--- src/rtl/branch_pred_ctrl_pkg.sv ---
// Shared encodings for the branch predicate controller.
// Latency: n/a (types and constants only).
// Backpressure: n/a.
package branch_pred_ctrl_pkg;

  localparam int STK_DEPTH_DEF = 1024;
  localparam int MAX_NEST_DEF  = 511;
  localparam int NEST_W_DEF    = 10;

  // Control op encodings; codes 5-7 are reserved and behave as NOP.
  typedef logic [2:0] op_code_t;
  localparam op_code_t OP_NOP   = 3'd0;
  localparam op_code_t OP_IF    = 3'd1;
  localparam op_code_t OP_ELIF  = 3'd2;
  localparam op_code_t OP_ELSE  = 3'd3;
  localparam op_code_t OP_ENDIF = 3'd4;

  // IF needs a second cycle to push the old taken flag, ENDIF a second pop.
  typedef enum logic [1:0] {
    ST_IDLE  = 2'd0,
    ST_PUSH2 = 2'd1,
    ST_POP2  = 2'd2
  } state_t;

endpackage

--- src/rtl/branch_pred_ctrl_if.sv ---
// Op handshake between the PE instruction decoder and the predicate controller.
// Latency: n/a (wires only).
// Backpressure: op_ready low means the op on the bus is not consumed.
interface branch_pred_ctrl_if;
  import branch_pred_ctrl_pkg::*;

  logic     op_valid;
  op_code_t op;
  logic     cond;
  logic     op_ready;

  modport master (output op_valid, output op, output cond, input op_ready);
  modport slave  (input op_valid, input op, input cond, output op_ready);

endinterface

--- src/rtl/branch_pred_ctrl.sv ---
// Structured IF/ELIF/ELSE/ENDIF decoder producing the PE execution predicate via a 1-bit branch stack.
// Latency: pred updates one cycle after accept; IF and ENDIF occupy two cycles, ELIF/ELSE/NOP one.
// Backpressure: op_ready drops for the second cycle of IF/ENDIF; en low freezes everything.
module branch_pred_ctrl
  import branch_pred_ctrl_pkg::*;
#(
  parameter int STK_DEPTH = STK_DEPTH_DEF,
  parameter int MAX_NEST  = MAX_NEST_DEF,
  parameter int NEST_W    = NEST_W_DEF
) (
  input  logic              clk,
  input  logic              rst,
  input  logic              en,
  branch_pred_ctrl_if.slave bus,
  output logic              pred,
  output logic [NEST_W-1:0] nest,
  output logic              err_ovf,
  output logic              err_unf,
  input  logic              clr_err,
  output logic              stk_en,
  output logic              stk_push,
  output logic              stk_pop,
  output logic              stk_din,
  input  logic              stk_dout
);

  // Each level costs two entries, so never nest deeper than the stack can hold.
  localparam int NEST_CAP = (MAX_NEST < STK_DEPTH / 2) ? MAX_NEST : (STK_DEPTH / 2 - 1);
  localparam logic [NEST_W-1:0] NEST_MAX = NEST_W'(NEST_CAP);

  state_t            state, state_nxt;
  logic              par, par_nxt;
  logic              taken, taken_nxt;
  logic              hold_taken, hold_taken_nxt;
  logic              pred_nxt;
  logic [NEST_W-1:0] nest_nxt;
  logic              err_ovf_nxt, err_unf_nxt;

  assign bus.op_ready = (state == ST_IDLE);
  assign stk_en       = en;

  // Next-state, register updates and stack strobes; en low leaves everything as is.
  always_comb begin
    state_nxt      = state;
    pred_nxt       = pred;
    par_nxt        = par;
    taken_nxt      = taken;
    hold_taken_nxt = hold_taken;
    nest_nxt       = nest;
    err_ovf_nxt    = err_ovf;
    err_unf_nxt    = err_unf;
    stk_push       = 1'b0;
    stk_pop        = 1'b0;
    stk_din        = 1'b0;

    if (en) begin
      // Cleared first so that an error raised in the same cycle wins.
      if (clr_err) begin
        err_ovf_nxt = 1'b0;
        err_unf_nxt = 1'b0;
      end

      unique case (state)
        ST_IDLE: begin
          if (bus.op_valid) begin
            case (bus.op)
              OP_IF: begin
                if (nest == NEST_MAX) begin
                  err_ovf_nxt = 1'b1;
                end else begin
                  stk_push       = 1'b1;
                  stk_din        = par;
                  par_nxt        = pred;
                  pred_nxt       = pred & bus.cond;
                  hold_taken_nxt = taken;
                  state_nxt      = ST_PUSH2;
                end
              end
              OP_ELIF: begin
                if (nest == '0) begin
                  err_unf_nxt = 1'b1;
                end else begin
                  pred_nxt  = par & ~taken & bus.cond;
                  taken_nxt = taken | (par & bus.cond);
                end
              end
              OP_ELSE: begin
                if (nest == '0) begin
                  err_unf_nxt = 1'b1;
                end else begin
                  pred_nxt  = par & ~taken;
                  taken_nxt = par;
                end
              end
              OP_ENDIF: begin
                if (nest == '0) begin
                  err_unf_nxt = 1'b1;
                end else begin
                  pred_nxt  = par;
                  taken_nxt = stk_dout;
                  stk_pop   = 1'b1;
                  state_nxt = ST_POP2;
                end
              end
              default: ;
            endcase
          end
        end
        ST_PUSH2: begin
          // pred already equals old_pred & cond, i.e. par & cond of the new level.
          stk_push  = 1'b1;
          stk_din   = hold_taken;
          taken_nxt = pred;
          nest_nxt  = nest + NEST_W'(1);
          state_nxt = ST_IDLE;
        end
        ST_POP2: begin
          stk_pop   = 1'b1;
          par_nxt   = stk_dout;
          nest_nxt  = nest - NEST_W'(1);
          state_nxt = ST_IDLE;
        end
        default: state_nxt = ST_IDLE;
      endcase
    end
  end

  // FSM state register.
  always_ff @(posedge clk or negedge rst) begin
    if (!rst) state <= ST_IDLE;
    else      state <= state_nxt;
  end

  // Predicate, nesting and sticky error registers.
  always_ff @(posedge clk or negedge rst) begin
    if (!rst) begin
      pred       <= 1'b1;
      par        <= 1'b1;
      taken      <= 1'b0;
      hold_taken <= 1'b0;
      nest       <= '0;
      err_ovf    <= 1'b0;
      err_unf    <= 1'b0;
    end else begin
      pred       <= pred_nxt;
      par        <= par_nxt;
      taken      <= taken_nxt;
      hold_taken <= hold_taken_nxt;
      nest       <= nest_nxt;
      err_ovf    <= err_ovf_nxt;
      err_unf    <= err_unf_nxt;
    end
  end

endmodule

--- src/flat_wrapper.sv ---
// flat-port wrapper written by rule: the top's interface ports become plain ports
module branch_pred_ctrl_flat import branch_pred_ctrl_pkg::*;
#(
  parameter int STK_DEPTH = STK_DEPTH_DEF,
  parameter int MAX_NEST  = MAX_NEST_DEF,
  parameter int NEST_W    = NEST_W_DEF
)
  (clk, rst, en, pred, nest, err_ovf, err_unf, clr_err, stk_en, stk_push, stk_pop, stk_din, stk_dout, bus_op_valid, bus_op, bus_cond, bus_op_ready);
  branch_pred_ctrl_if bus_i ();
  input  logic clk;
  input  logic rst;
  input  logic en;
  output logic pred;
  output logic [NEST_W-1:0] nest;
  output logic err_ovf;
  output logic err_unf;
  input  logic clr_err;
  output logic stk_en;
  output logic stk_push;
  output logic stk_pop;
  output logic stk_din;
  input  logic stk_dout;
  input wire logic [$bits(bus_i.op_valid)-1:0] bus_op_valid;
  input wire logic [$bits(bus_i.op)-1:0] bus_op;
  input wire logic [$bits(bus_i.cond)-1:0] bus_cond;
  output wire logic [$bits(bus_i.op_ready)-1:0] bus_op_ready;
  assign bus_i.op_valid = bus_op_valid;
  assign bus_i.op = bus_op;
  assign bus_i.cond = bus_cond;
  assign bus_op_ready = bus_i.op_ready;
  branch_pred_ctrl #(.STK_DEPTH(STK_DEPTH), .MAX_NEST(MAX_NEST), .NEST_W(NEST_W)) u_core (.clk(clk), .rst(rst), .en(en), .bus(bus_i), .pred(pred), .nest(nest), .err_ovf(err_ovf), .err_unf(err_unf), .clr_err(clr_err), .stk_en(stk_en), .stk_push(stk_push), .stk_pop(stk_pop), .stk_din(stk_din), .stk_dout(stk_dout));
endmodule
--- config.mk ---
export PLATFORM = sky130hd
export DESIGN_NAME = branch_pred_ctrl_flat
export DESIGN_NICKNAME = d
export VERILOG_FILES = /design/src/rtl/branch_pred_ctrl_pkg.sv /design/src/rtl/branch_pred_ctrl_if.sv /design/src/rtl/branch_pred_ctrl.sv /design/src/flat_wrapper.sv
export SDC_FILE = /design/constraint.sdc
export NUM_CORES = 1
export LEC_CHECK = 0
export ABC_AREA = 1
export CORE_MARGIN = 3
export CORE_UTILIZATION = 35
export CTS_BUF_LIST = sky130_fd_sc_hd__clkbuf_8
export DETAILED_ROUTE_END_ITERATION = 8
export PLACE_DENSITY = 0.64
export SKIP_LAST_GASP = 1
export SLEW_MARGIN = 20
export SYNTH_ARGS = -nofsm -noshare
export SYNTH_HDL_FRONTEND = slang
export SYNTH_SLANG_ARGS = --single-unit
--- constraint.sdc ---
create_clock -name clk -period 2 [get_ports clk]
set_input_delay 0.3 -clock clk [delete_from_list [all_inputs] [get_ports clk]]
set_output_delay 0.3 -clock clk [all_outputs]
set_load 0.005 [all_outputs]
==> summary.txt <==
Layout
  – Fillers: 437
  – Nets: 320
  – Diodes inserted: 0
  – Share of cells above drive strength 1: 0.185
  – Area delta synth->final: 36.4%
  – Final Cell Area: 0.00213 sq mm
  – Util after Layout: 0.513

Timing
  – Min Tclk post-route: 1900 ps
  – Final hold violations: 0
  – Period utilization: 0.952
  – # setup viols final: 0
  – RSZ-0062 raised after global routing: no
  – Fmax: 0.525 GHz
  – Worst setup margin: 96.0 ps
  – Post-Route Skew: 11.5 ps
  – Worst-margin pin slew: 427 ps
  – Max-slew headroom: 0.715
  – Hold Slack: 362 ps
  – Pins Over Slew Limit: 0

Worst setup path
  – Slowest Stage Delay on Critical Path: 420 ps
  – CP Depth: 7
  – Reg2reg end: u_core.nest[8]
  – Critical path required time: 1700 ps
  – CP endpoint kind: output pin
  – CP Buf/Inv Count: 3
  – Crit-path max FO: 4
  – Critical Path Source Type: flip-flop
  – Critical path cell sequence: inv_1 > ha_2 > nand2_1 > inv_2 > nand3_1 > a21oi_1 > dlygate4sd2_1
  – Top delay family on crit path: buffers and inverters
  – Critical path destination: stk_push
  – Critical path class: flip-flop to output pin
  – Reg-to-reg slack, setup: 190 ps
  – Worst reg2reg path depth: 14
  – CP max stage cell: dfrtp_1
  – WP data arrival: 1600 ps
  – R2r startpoint: u_core.state[0]
  – Crit path from: u_core.state[1]

GRT
  – Total gr overflow: 0
  – First-pass GRT wire length: 7210 microns
  – Largest net degree at the start of global routing: 19
  – Initial antenna violation count: 0
  – Vias in the first global route: 1566
  – Global Route Usage Sum: 0.175

Synthesis
  – Top cell type's share of synthesized area: 0.257
  – Post-synth net total: 263
  – Register area share after synthesis: 0.291
  – Area leader, netlist: dfrtp_1
  – Async S/R FF share, synth: 1.00
  – Most common cell in the synthesized netlist: nand2_1
  – Synth warn: 0
  – Syn Inst Count: 248
  – Synth cell types: 32
  – Most frequent cells after synthesis: 82 x nand2_1, 35 x inv_1, 29 x nor2_1
  – EDFF count, synth: 0
  – Synth Cell Area: 0.00156 sq mm
  – Synthesis-stage register bit count: 18
  – Primary FF master, synth: dfrtp_1
  – Syn Area/Cell: 6.29 sq um
  – Largest cells by area after synthesis: dfrtp_1 26%, nand2_1 20%, inv_1 8.4%

Power
  – VDD IR max: 574 uV
  – Leakage: 1.09 nW
  – Overall Power: 2.87 mW
  – Pwr per Cell Area: 1350 mW/mm^2

Floorplan
  – Std-Cell Core Area: 0.00414 sq mm
  – Die X: 72.7 microns
  – DIE HEIGHT: 72.7 microns
  – Site row count: 23
  – Starting density of the core: 0.376
  – I/O pin count: 28
  – Full die area: 0.00529 sq mm

Clock network
  – H-tree depth: 1
  – Skew-Pair Late Insertion Delay: 270 ps
  – CTS Buf Count: 3
  – CTS sink count: 18
  – Root Driver: clkbuf_8
  – Clk buf depth: 2
  – Hold_buf cts: 0
  – CTS tree: yes
  – Reg clk slew, reported paths: 80 ps

Place
  – Input/output buffers: 27
  – Placed Area: 0.00207 sq mm
  – Post-DP HPWL: 3430 microns
  – Pre-CTS WS: -146 ps
  – Final Wtd Congestion: 0.925

Worst hold path
  – Worst Hold Class: input pin to asynchronous set/reset pin

Drt
  – Antenna violation net count after detailed routing: 0
  – Number of iterations in the first detailed-routing pass: 4
  – Initial detailed-routing violation count: 134
  – WL/cell: 12.1 microns
  – DRC viols: 0
  – Vias/cell: 4.92
  – WL final: 4280 microns
  – Vias: 1735

Job
  – Max-cap violations: 0

Status
  – Status: complete, no violations
cell families after synthesis:
| logic type | count (synthesis) | share of synthesized area |
|---|---|---|
| compound gates | 35 | 0.125 |
| xor+xnor | 4 | 0.0273 |
| fa+ha+maj | 5 | 0.0401 |
| buf+inv | 41 | 0.120 |
| flops | 18 | 0.291 |
| simple gates | 145 | 0.397 |
layout make-up:
type	count	area (sq um)	share of cell area
inverters	36	135	0.0635
clock buffers	3	41.3	0.0194
well taps	50	62.6	0.0294
multi-input cells	189	951	0.447
flip-flops and latches	18	453	0.213
repair buffers	57	484	0.228
layout by cell type, fill, tap and decap left out, types with 2 or more instances in the layout:
cell type	count
nand3b_1	4
nor3_1	4
inv_1	33
nand2_2	3
nand3_1	14
clkdlybuf4s50_1	24
nor2_2	5
ha_1	3
o21ai_0	14
xor2_1	2
nand4_1	3
clkbuf_2	2
o22ai_1	2
buf_4	30
clkbuf_8	3
dfrtp_1	16
dfstp_2	2
nor2_1	28
inv_2	3
a21oi_1	8
a31oi_1	3
nor3_2	2
o21ai_1	3
nand2_1	80
timing repair:
| item | CTS | global route |
|---|---|---|
| pin swaps | 0 | 1 |
| endpoints found under the setup margin | 4 | 7 |
| buffers inserted | 0 | 0 |
| gates resized for setup | 5 | 12 |
| gates cloned | 0 | 0 |
flip-flops by register name (all words and copies together), names as in the netlist:
register and flops:
u_core.err_ovf 1, u_core.err_unf 1, u_core.hold_taken 1, u_core.nest 10, u_core.par 1, u_core.pred 1, u_core.state 2, u_core.taken 1
metal layers:
metal	track usage	vias up	part of all wire
met4	0.0369	0	0.0096
li1	-	899	-
met2	0.282	47	0.45
met5	0	-	0
met1	0.244	784	0.48
met3	0.0317	5	0.061
report_power, final:
part	switching, mW	internal, mW
clock	0.136	0.134
combinational	1.04	0.876
sequential	0.158	0.526
stage by stage:
stage	setup TNS, ps	instances
2_1_floorplan	0	248
3_3_place_gp	-324	350
3_5_place_dp	-375	350
4_1_cts	0	353
5_1_grt	0	353
6_report	0	353
how the worst min path moves through the flow:
| stage | slack, ps | cells after the start | to | start |
|---|---|---|---|---|
| 3_3_place_gp | 480 | 2 | u_core.hold_taken | u_core.hold_taken |
| 5_1_grt | 380 | 2 | u_core.nest[6] | rst |
| 4_1_cts | 370 | 2 | u_core.nest[6] | rst |
| 3_5_place_dp | 490 | 1 | u_core.err_unf | u_core.err_unf |
| 6_report | 360 | 2 | u_core.nest[5] | rst |
| 2_1_floorplan | 4 | 0 | u_core.err_ovf | rst |
Power figures use the tool's default switching activity.
